**config.mk**
```make
export PLATFORM = sky130hd
export DESIGN_NAME = watch_time_ctrl
export DESIGN_NICKNAME = d
export VERILOG_FILES = /design/src/rtl/watch_time_ctrl.sv
export SDC_FILE = /design/constraint.sdc
export NUM_CORES = 1
export LEC_CHECK = 0
export ABC_AREA = 1
export BUFFER_PORTS_ARGS = -buffer_cell sky130_fd_sc_hd__buf_2
export CAP_MARGIN = 20
export CORE_MARGIN = 4
export CORE_UTILIZATION = 50
export DETAILED_ROUTE_END_ITERATION = 16
export GPL_ROUTABILITY_DRIVEN = 0
export PLACE_DENSITY = 0.74
export SKIP_CTS_REPAIR_TIMING = 1
export SYNTH_ARGS = -nofsm -noshare
export SYNTH_HDL_FRONTEND = slang
export SYNTH_SLANG_ARGS = --single-unit
```
**constraint.sdc**
```tcl
create_clock -name clk_i -period 2.9 [get_ports clk_i]
set_clock_uncertainty 0.2 [all_clocks]
set_input_delay 0.435 -clock clk_i [delete_from_list [all_inputs] [get_ports clk_i]]
set_output_delay 0.435 -clock clk_i [all_outputs]
set_load 0.02 [all_outputs]
```
**src/rtl/watch_time_ctrl.sv**
```systemverilog
// Timebase and set-time controller: 1 Hz seconds, minute/hour tick pulses,
// debounced mode/inc buttons driving a RUN / SET_HH / SET_MM state machine.
module watch_time_ctrl #(
    parameter int TICKS_PER_SEC = 32768,
    parameter int DEBOUNCE_CYC  = 1024,
    parameter int TIMEOUT_S     = 30
) (
    input  logic       clk_i,
    input  logic       rst_ni,
    input  logic       btn_mode_i,
    input  logic       btn_inc_i,
    input  logic       min_carry_i,
    output logic [5:0] sec_o,
    output logic       sec_tick_o,
    output logic       min_tick_o,
    output logic       hour_tick_o,
    output logic [1:0] mode_o,
    output logic       blink_o
);

    localparam int PW = $clog2(TICKS_PER_SEC);
    localparam int DW = $clog2(DEBOUNCE_CYC + 1);
    localparam int TW = $clog2(TIMEOUT_S + 1);

    localparam logic [PW-1:0] PRESC_MAX  = PW'(TICKS_PER_SEC - 1);
    localparam logic [PW-1:0] PRESC_HALF = PW'(TICKS_PER_SEC / 2);
    localparam logic [DW-1:0] DEB_MAX    = DW'(DEBOUNCE_CYC);
    localparam logic [TW-1:0] TO_MAX     = TW'(TIMEOUT_S);

    localparam logic [1:0] MODE_RUN    = 2'b00;
    localparam logic [1:0] MODE_SET_HH = 2'b01;
    localparam logic [1:0] MODE_SET_MM = 2'b10;

    // Bit 0 = mode button, bit 1 = inc button
    logic [1:0] btn_raw;
    logic [1:0] press;

    assign btn_raw = {btn_inc_i, btn_mode_i};

    genvar gi;
    generate
        for (gi = 0; gi < 2; gi++) begin : g_btn
            logic          sync1_reg;
            logic          sync2_reg;
            logic          level_reg;
            logic          press_reg;
            logic [DW-1:0] cnt_reg;

            always_ff @(posedge clk_i or negedge rst_ni) begin
                if (!rst_ni) begin
                    sync1_reg <= 1'b0;
                    sync2_reg <= 1'b0;
                    level_reg <= 1'b0;
                    press_reg <= 1'b0;
                    cnt_reg   <= '0;
                end else begin
                    sync1_reg <= btn_raw[gi];
                    sync2_reg <= sync1_reg;
                    press_reg <= 1'b0;
                    if (sync2_reg == level_reg) begin
                        cnt_reg <= '0;
                    end else if (cnt_reg + 1'b1 == DEB_MAX) begin
                        // Level accepted; only a 0->1 change is a press
                        cnt_reg   <= '0;
                        level_reg <= sync2_reg;
                        press_reg <= sync2_reg;
                    end else begin
                        cnt_reg <= cnt_reg + 1'b1;
                    end
                end
            end

            assign press[gi] = press_reg;
        end
    endgenerate

    logic          mode_press;
    logic          inc_press;
    logic          sec_event;
    logic [PW-1:0] presc_adv;

    logic [1:0]    mode_reg;
    logic [PW-1:0] presc_reg;
    logic [5:0]    sec_reg;
    logic [TW-1:0] to_reg;
    logic          sec_tick_reg;
    logic          min_tick_reg;
    logic          hour_tick_reg;

    // Mode wins when both buttons are accepted on the same cycle
    assign mode_press = press[0];
    assign inc_press  = press[1] & ~press[0];
    assign sec_event  = (presc_reg == PRESC_MAX);
    assign presc_adv  = sec_event ? '0 : presc_reg + 1'b1;

    always_ff @(posedge clk_i or negedge rst_ni) begin
        if (!rst_ni) begin
            mode_reg      <= MODE_RUN;
            presc_reg     <= '0;
            sec_reg       <= '0;
            to_reg        <= '0;
            sec_tick_reg  <= 1'b0;
            min_tick_reg  <= 1'b0;
            hour_tick_reg <= 1'b0;
        end else begin
            sec_tick_reg  <= 1'b0;
            min_tick_reg  <= 1'b0;
            hour_tick_reg <= 1'b0;
            presc_reg     <= presc_adv;
            case (mode_reg)
                MODE_RUN: begin
                    if (mode_press) begin
                        mode_reg  <= MODE_SET_HH;
                        presc_reg <= '0;
                        sec_reg   <= '0;
                        to_reg    <= '0;
                    end else if (sec_event) begin
                        sec_tick_reg <= 1'b1;
                        if (sec_reg == 6'd59) begin
                            sec_reg       <= '0;
                            min_tick_reg  <= 1'b1;
                            hour_tick_reg <= min_carry_i;
                        end else begin
                            sec_reg <= sec_reg + 6'd1;
                        end
                    end
                end
                MODE_SET_HH, MODE_SET_MM: begin
                    if (mode_press || inc_press) begin
                        to_reg <= '0;
                        if (mode_press) begin
                            if (mode_reg == MODE_SET_HH) begin
                                mode_reg <= MODE_SET_MM;
                            end else begin
                                mode_reg  <= MODE_RUN;
                                presc_reg <= '0;
                                sec_reg   <= '0;
                            end
                        end else if (mode_reg == MODE_SET_HH) begin
                            hour_tick_reg <= 1'b1;
                        end else begin
                            min_tick_reg <= 1'b1;
                        end
                    end else if (sec_event) begin
                        if (to_reg + 1'b1 == TO_MAX) begin
                            mode_reg  <= MODE_RUN;
                            presc_reg <= '0;
                            sec_reg   <= '0;
                            to_reg    <= '0;
                        end else begin
                            to_reg <= to_reg + 1'b1;
                        end
                    end
                end
                default: begin
                    mode_reg  <= MODE_RUN;
                    presc_reg <= '0;
                    sec_reg   <= '0;
                    to_reg    <= '0;
                end
            endcase
        end
    end

    assign sec_o       = sec_reg;
    assign sec_tick_o  = sec_tick_reg;
    assign min_tick_o  = min_tick_reg;
    assign hour_tick_o = hour_tick_reg;
    assign mode_o      = mode_reg;
    assign blink_o     = (mode_reg != MODE_RUN) && (presc_reg < PRESC_HALF);

endmodule

```
After elaboration in Yosys (flattened, before gate mapping)
Index checks and enable logic that the tools add are counted.

Bits of input ports: 5. Word-level logic and storage cells: 106. Flip-flop bits (word level): 61. Output and inout bits: 12.

$lt $le $gt $ge: 1. Eq/ne operators: 15. Reduce and logical (&&, ||, !) cells: 10. Bitwise operators: 4. $add $sub $neg: 5. Muxes and demuxes: 54.

Operators by type and width (number): $mux W15 (7); $mux W6 (8); $mux W11 (4); $pmux W15 S2 (1); $add A11 B1 Y11 const B (2); $eq A11 B11 Y1 const B (2); $mux W5 (4); $mux W1 (19); $add A15 B1 Y15 const B (1); $eq A15 B15 Y1 const B (1); $lt A15 B15 Y1 const B (1); $ne A3 B3 Y1 const B (5); $mux W2 (6); $pmux W6 S2 (1); $pmux W5 S2 (1); $add A6 B1 Y6 const B (1); $eq A6 B6 Y1 const B (1); $reduce_and A2 Y1 (3); $add A5 B1 Y5 const B (1); $eq A5 B5 Y1 const B (1); $reduce_and A5 Y1 (1); $pmux W1 S2 (2); $pmux W2 S2 (1); $reduce_and A4 Y1 (1); other kinds (11) (14).

Longest topological paths before layout
Word-level depth: 6. Mapped depth: 12. Gate-level depth less buffers: 12.

Worst setup path before layout
Ideal clock, no wire load.

Path kind: register to register. Start point: reg mode_reg[0] (netlist: mode_o[0]). End point: reg to_reg[0]. Buffers on the path: 0. Stages on the path, launching flop included: 9. Arrival time: 1606 ps. Slack: 975 ps. Data required time: 2581 ps. Setup time: 119 ps. Clock period less this slack: 1925 ps. Cells stage by stage: dfrtp_1 > inv_1 > ha_1 > inv_1 > nor2_1 > nand2_1 > nand2_2 > nor2_4 > o21a_1.

Word-level cells in the longest chain between the ends: 4. Elaborated cells on any way between the ends: 8. Those cells by class: 4 x eq/ne; 1 x mux; 3 x reduce/logical.

Ends and longest elaborated chain: start, declared (line 82) `logic [1:0] mode_reg;`; start signal, assigned (line 98) `mode_reg <= MODE_RUN;`; start signal, assigned (line 113) `mode_reg <= MODE_SET_HH;`; start signal, assigned (line 133) `mode_reg <= MODE_SET_MM;`; $eq A2 B1 Y1 / $eq A2 B2 Y1 (equally long branches) (line 110) `case (mode_reg)`; $reduce_or A2 Y1 (line 110); $ne A3 B3 Y1 (no line); $reduce_and A2 Y1 (no line); end signal, assigned (line 151) `to_reg <= to_reg + 1'b1;`; end, declared (line 85) `logic [TW-1:0] to_reg;`.

Several ways; a longest one is shown, not always the timed one. A chain may end at the register's enable or synchronous reset.

Final worst setup path
Start point: reg mode_reg[0] (netlist: mode_o[0]). End point: out blink_o.

Word-level cells in the longest chain between the ends: 2.

Ends and longest elaborated chain: $reduce_bool A2 Y1 (line 170) `assign blink_o = (mode_reg != MODE_RUN) && (presc_reg < PRESC_HALF);`; $logic_and A1 B1 Y1 (line 170); end, declared (line 18) `output logic blink_o`.

Every way passes these cells.

==> impl_metrics.ini <==
[outcome]
status = complete, no violations

[layout]
drive_above_1_share = 0.109
insertedDiodeCount = 0
syn_to_final_growth_pct = 12.4
largest_reg_flops = 22
fin_nets = 443
final_cells = 507

[clocking]
clk_pin_slew_ns = 0.06
root_buffer = clkbuf_8
cts_made_buffers = 9
clock-sinks = 61
tritoncts = yes
htreeDepth = 3
cts_max_path_buffers = 2
clk-insertion-delay-late_ns = 0.34

[route]
antenna_left = 0
avgRoutedWirePerCell_um = 11.6
drt_iter0_markers = 105
dr.max_layer_used = met4
drt-met1-wl_um = 2810
via_count = 2538
viasPerCell = 5.01
drt-total-wl_um = 5890
drtPass1Iterations = 4
drc = 0
wl_met3_um = 196
route.met2.wl_um = 2770

[timing]
hold_viol_final = 0
period_share = 0.689
whs_ns = 0.147
slew_headroom = 0.704
final-setup-viol-count = 0
max_freq_mhz = 501
fin_ws_ns = 0.903
fin_tns_setup_ns = 0
worst_slew_pin_slew_ns = 0.444
grt_setup_unrepaired = false
drv_slew = 0
finalWorstPathRequiredPeriod_ns = 2.00

[synth]
postSynthAreaPerCell_sq_um = 7.99
syn-num-nets = 412
ys_seq_area_frac = 0.480
synth_cells = 398
synth-seq-cells = 61
yosysWarnings = 0
synth-edff-count = 0
ys.flop_type = dfrtp_1
ys_types = 28
synth-async-reset-ratio = 1.00
syn_area_sq_um = 3180

[power_and_ir_drop]
ir_drop_uv = 310
leakage_nw = 1.75
p_per_area_nw_per_um2 = 452
p_total_w = 0.00162

[critical_path]
crit_path_end_kind = primary output
slowest_stage = dfrtp_1
max_stage_delay_ns = 0.42
critPathLaunchType = register
critPathKind = register to primary output
cp_data_required_time_ns = 2.27
worstPathCellList = inv_1 > ha_1 > nor2_1 > buf_2
cp_max_fo = 5
ff2ff_setup_slack_ns = 0.91
arrival_ns = 1.36
crit_buf_inv = 2
cp_top_family = flip-flops

[floorplanning]
die_width_um = 87.8
start_util = 0.525
num_io_pins = 17
core_area_sq_um = 6060
std_cell_rows = 28
die-area_sq_um = 7700
die_y_um = 87.8

[placement]
detailed_place_hpwl_um = 4210
numPortBuffers = 16
pre_cts_slack_ns = 0.917
dp_cells = 490

[global_routing]
grt_use_total = 0.175
grt_pass1_vias = 2449
overflow = 0
grt_antenna_before_repair = 0
grt_pass1_wl_um = 10600
grt_max_degree = 27

[run]
maxCapViolCount = 0

[min_path]
hold_class = register to register
[per-layer routing]
layer | global-route usage | vias to the layer above
li1 | - | 1315
met1 | 0.226 | 1181
met2 | 0.279 | 31
met3 | 0.0395 | 11
met4 | 0.0795 | 0
met5 | 0 | -
[through the flow]
stage | instance area, sq um | util
6_report | 3580 | 0.590
3_5_place_dp | 3360 | 0.555
5_1_grt | 3580 | 0.590
3_3_place_gp | 3360 | 0.555
2_1_floorplan | 3180 | -
4_1_cts | 3550 | 0.585
[where the power goes]
part / internal, W / total, W / switching [W]
combinational: 0.0000127 / 0.0000417 / 0.0000290
sequential: 0.000861 / 0.000869 / 0.00000801
clock: 0.000393 / 0.000706 / 0.000314
total: 0.00127 / 0.00162 / 0.000351
[worst paths after layout]
kind | end | startpoint | cells after the start
min in group asynchronous | presc_reg[6]$_DFF_PN0_ | rst_ni | 2
setup / recovery | blink_o | mode_o[0]$_DFFE_PN0P_ | 4
hold / removal | g_btn[0].sync2_reg$_DFF_PN0_ | g_btn[0].sync1_reg$_DFF_PN0_ | 0
hold reg to reg | g_btn[0].sync2_reg$_DFF_PN0_ | g_btn[0].sync1_reg$_DFF_PN0_ | 0
setup reg to reg | to_reg[0]$_DFFE_PN0P_ | mode_o[0]$_DFFE_PN0P_ | 8
max in group asynchronous | to_reg[0]$_DFFE_PN0P_ | rst_ni | 3
[cell usage after synthesis (3+ instances only)]
cell | instances | share of area
dfrtp_1 | 61 | 0.48
xnor2_1 | 6 | 0.017
nand2_1 | 107 | 0.13
o21bai_1 | 3 | 0.0071
o21ai_0 | 3 | 0.0047
ha_1 | 9 | 0.035
nand2_2 | 3 | 0.0059
nor3_1 | 7 | 0.011
xor2_1 | 11 | 0.030
nand3_1 | 32 | 0.050
inv_1 | 45 | 0.053
nor2_4 | 3 | 0.011
nand4_1 | 10 | 0.020
a21oi_1 | 8 | 0.013
nand3b_1 | 3 | 0.0071
nor2_1 | 71 | 0.084
[area by class of cell]
cell class                 count  area (sq um)
fill                         546          2480
sequential                    61          1530
multi-input combinational    289          1470
clock buffer                  13           179
inverter                      47           176
timing repair buffer          21           125
tap                           75          93.8
clock inverter                 1          5.00
[kinds of logic after synthesis]
kind of cell / after synthesis / synth area share
AO/OA/AOI/OAI: 20 / 0.0433
XOR/XNOR: 17 / 0.0468
adder cells (fa/ha/maj): 9 / 0.0354
buffers and inverters: 48 / 0.0578
flip-flops: 61 / 0.480
AND/OR/NAND/NOR: 243 / 0.337
[cell usage in the layout (no fill, tap or decap), types with 2 or more instances in the layout]
cell type	count
o21a_1	2
xor2_1	11
nor2_4	3
nand4_1	10
nand2_2	3
o21ai_0	3
nand3b_1	3
inv_1	45
ha_1	9
nand3_1	32
nor3b_1	2
dfrtp_1	61
a21oi_1	8
nor3_1	7
buf_2	16
inv_2	2
nand2_1	107
a31oi_1	2
buf_4	2
dlygate4sd3_1	3
nor2_1	71
o21bai_1	3
clkbuf_8	13
xnor2_1	6
Power figures use the tool's default switching activity.
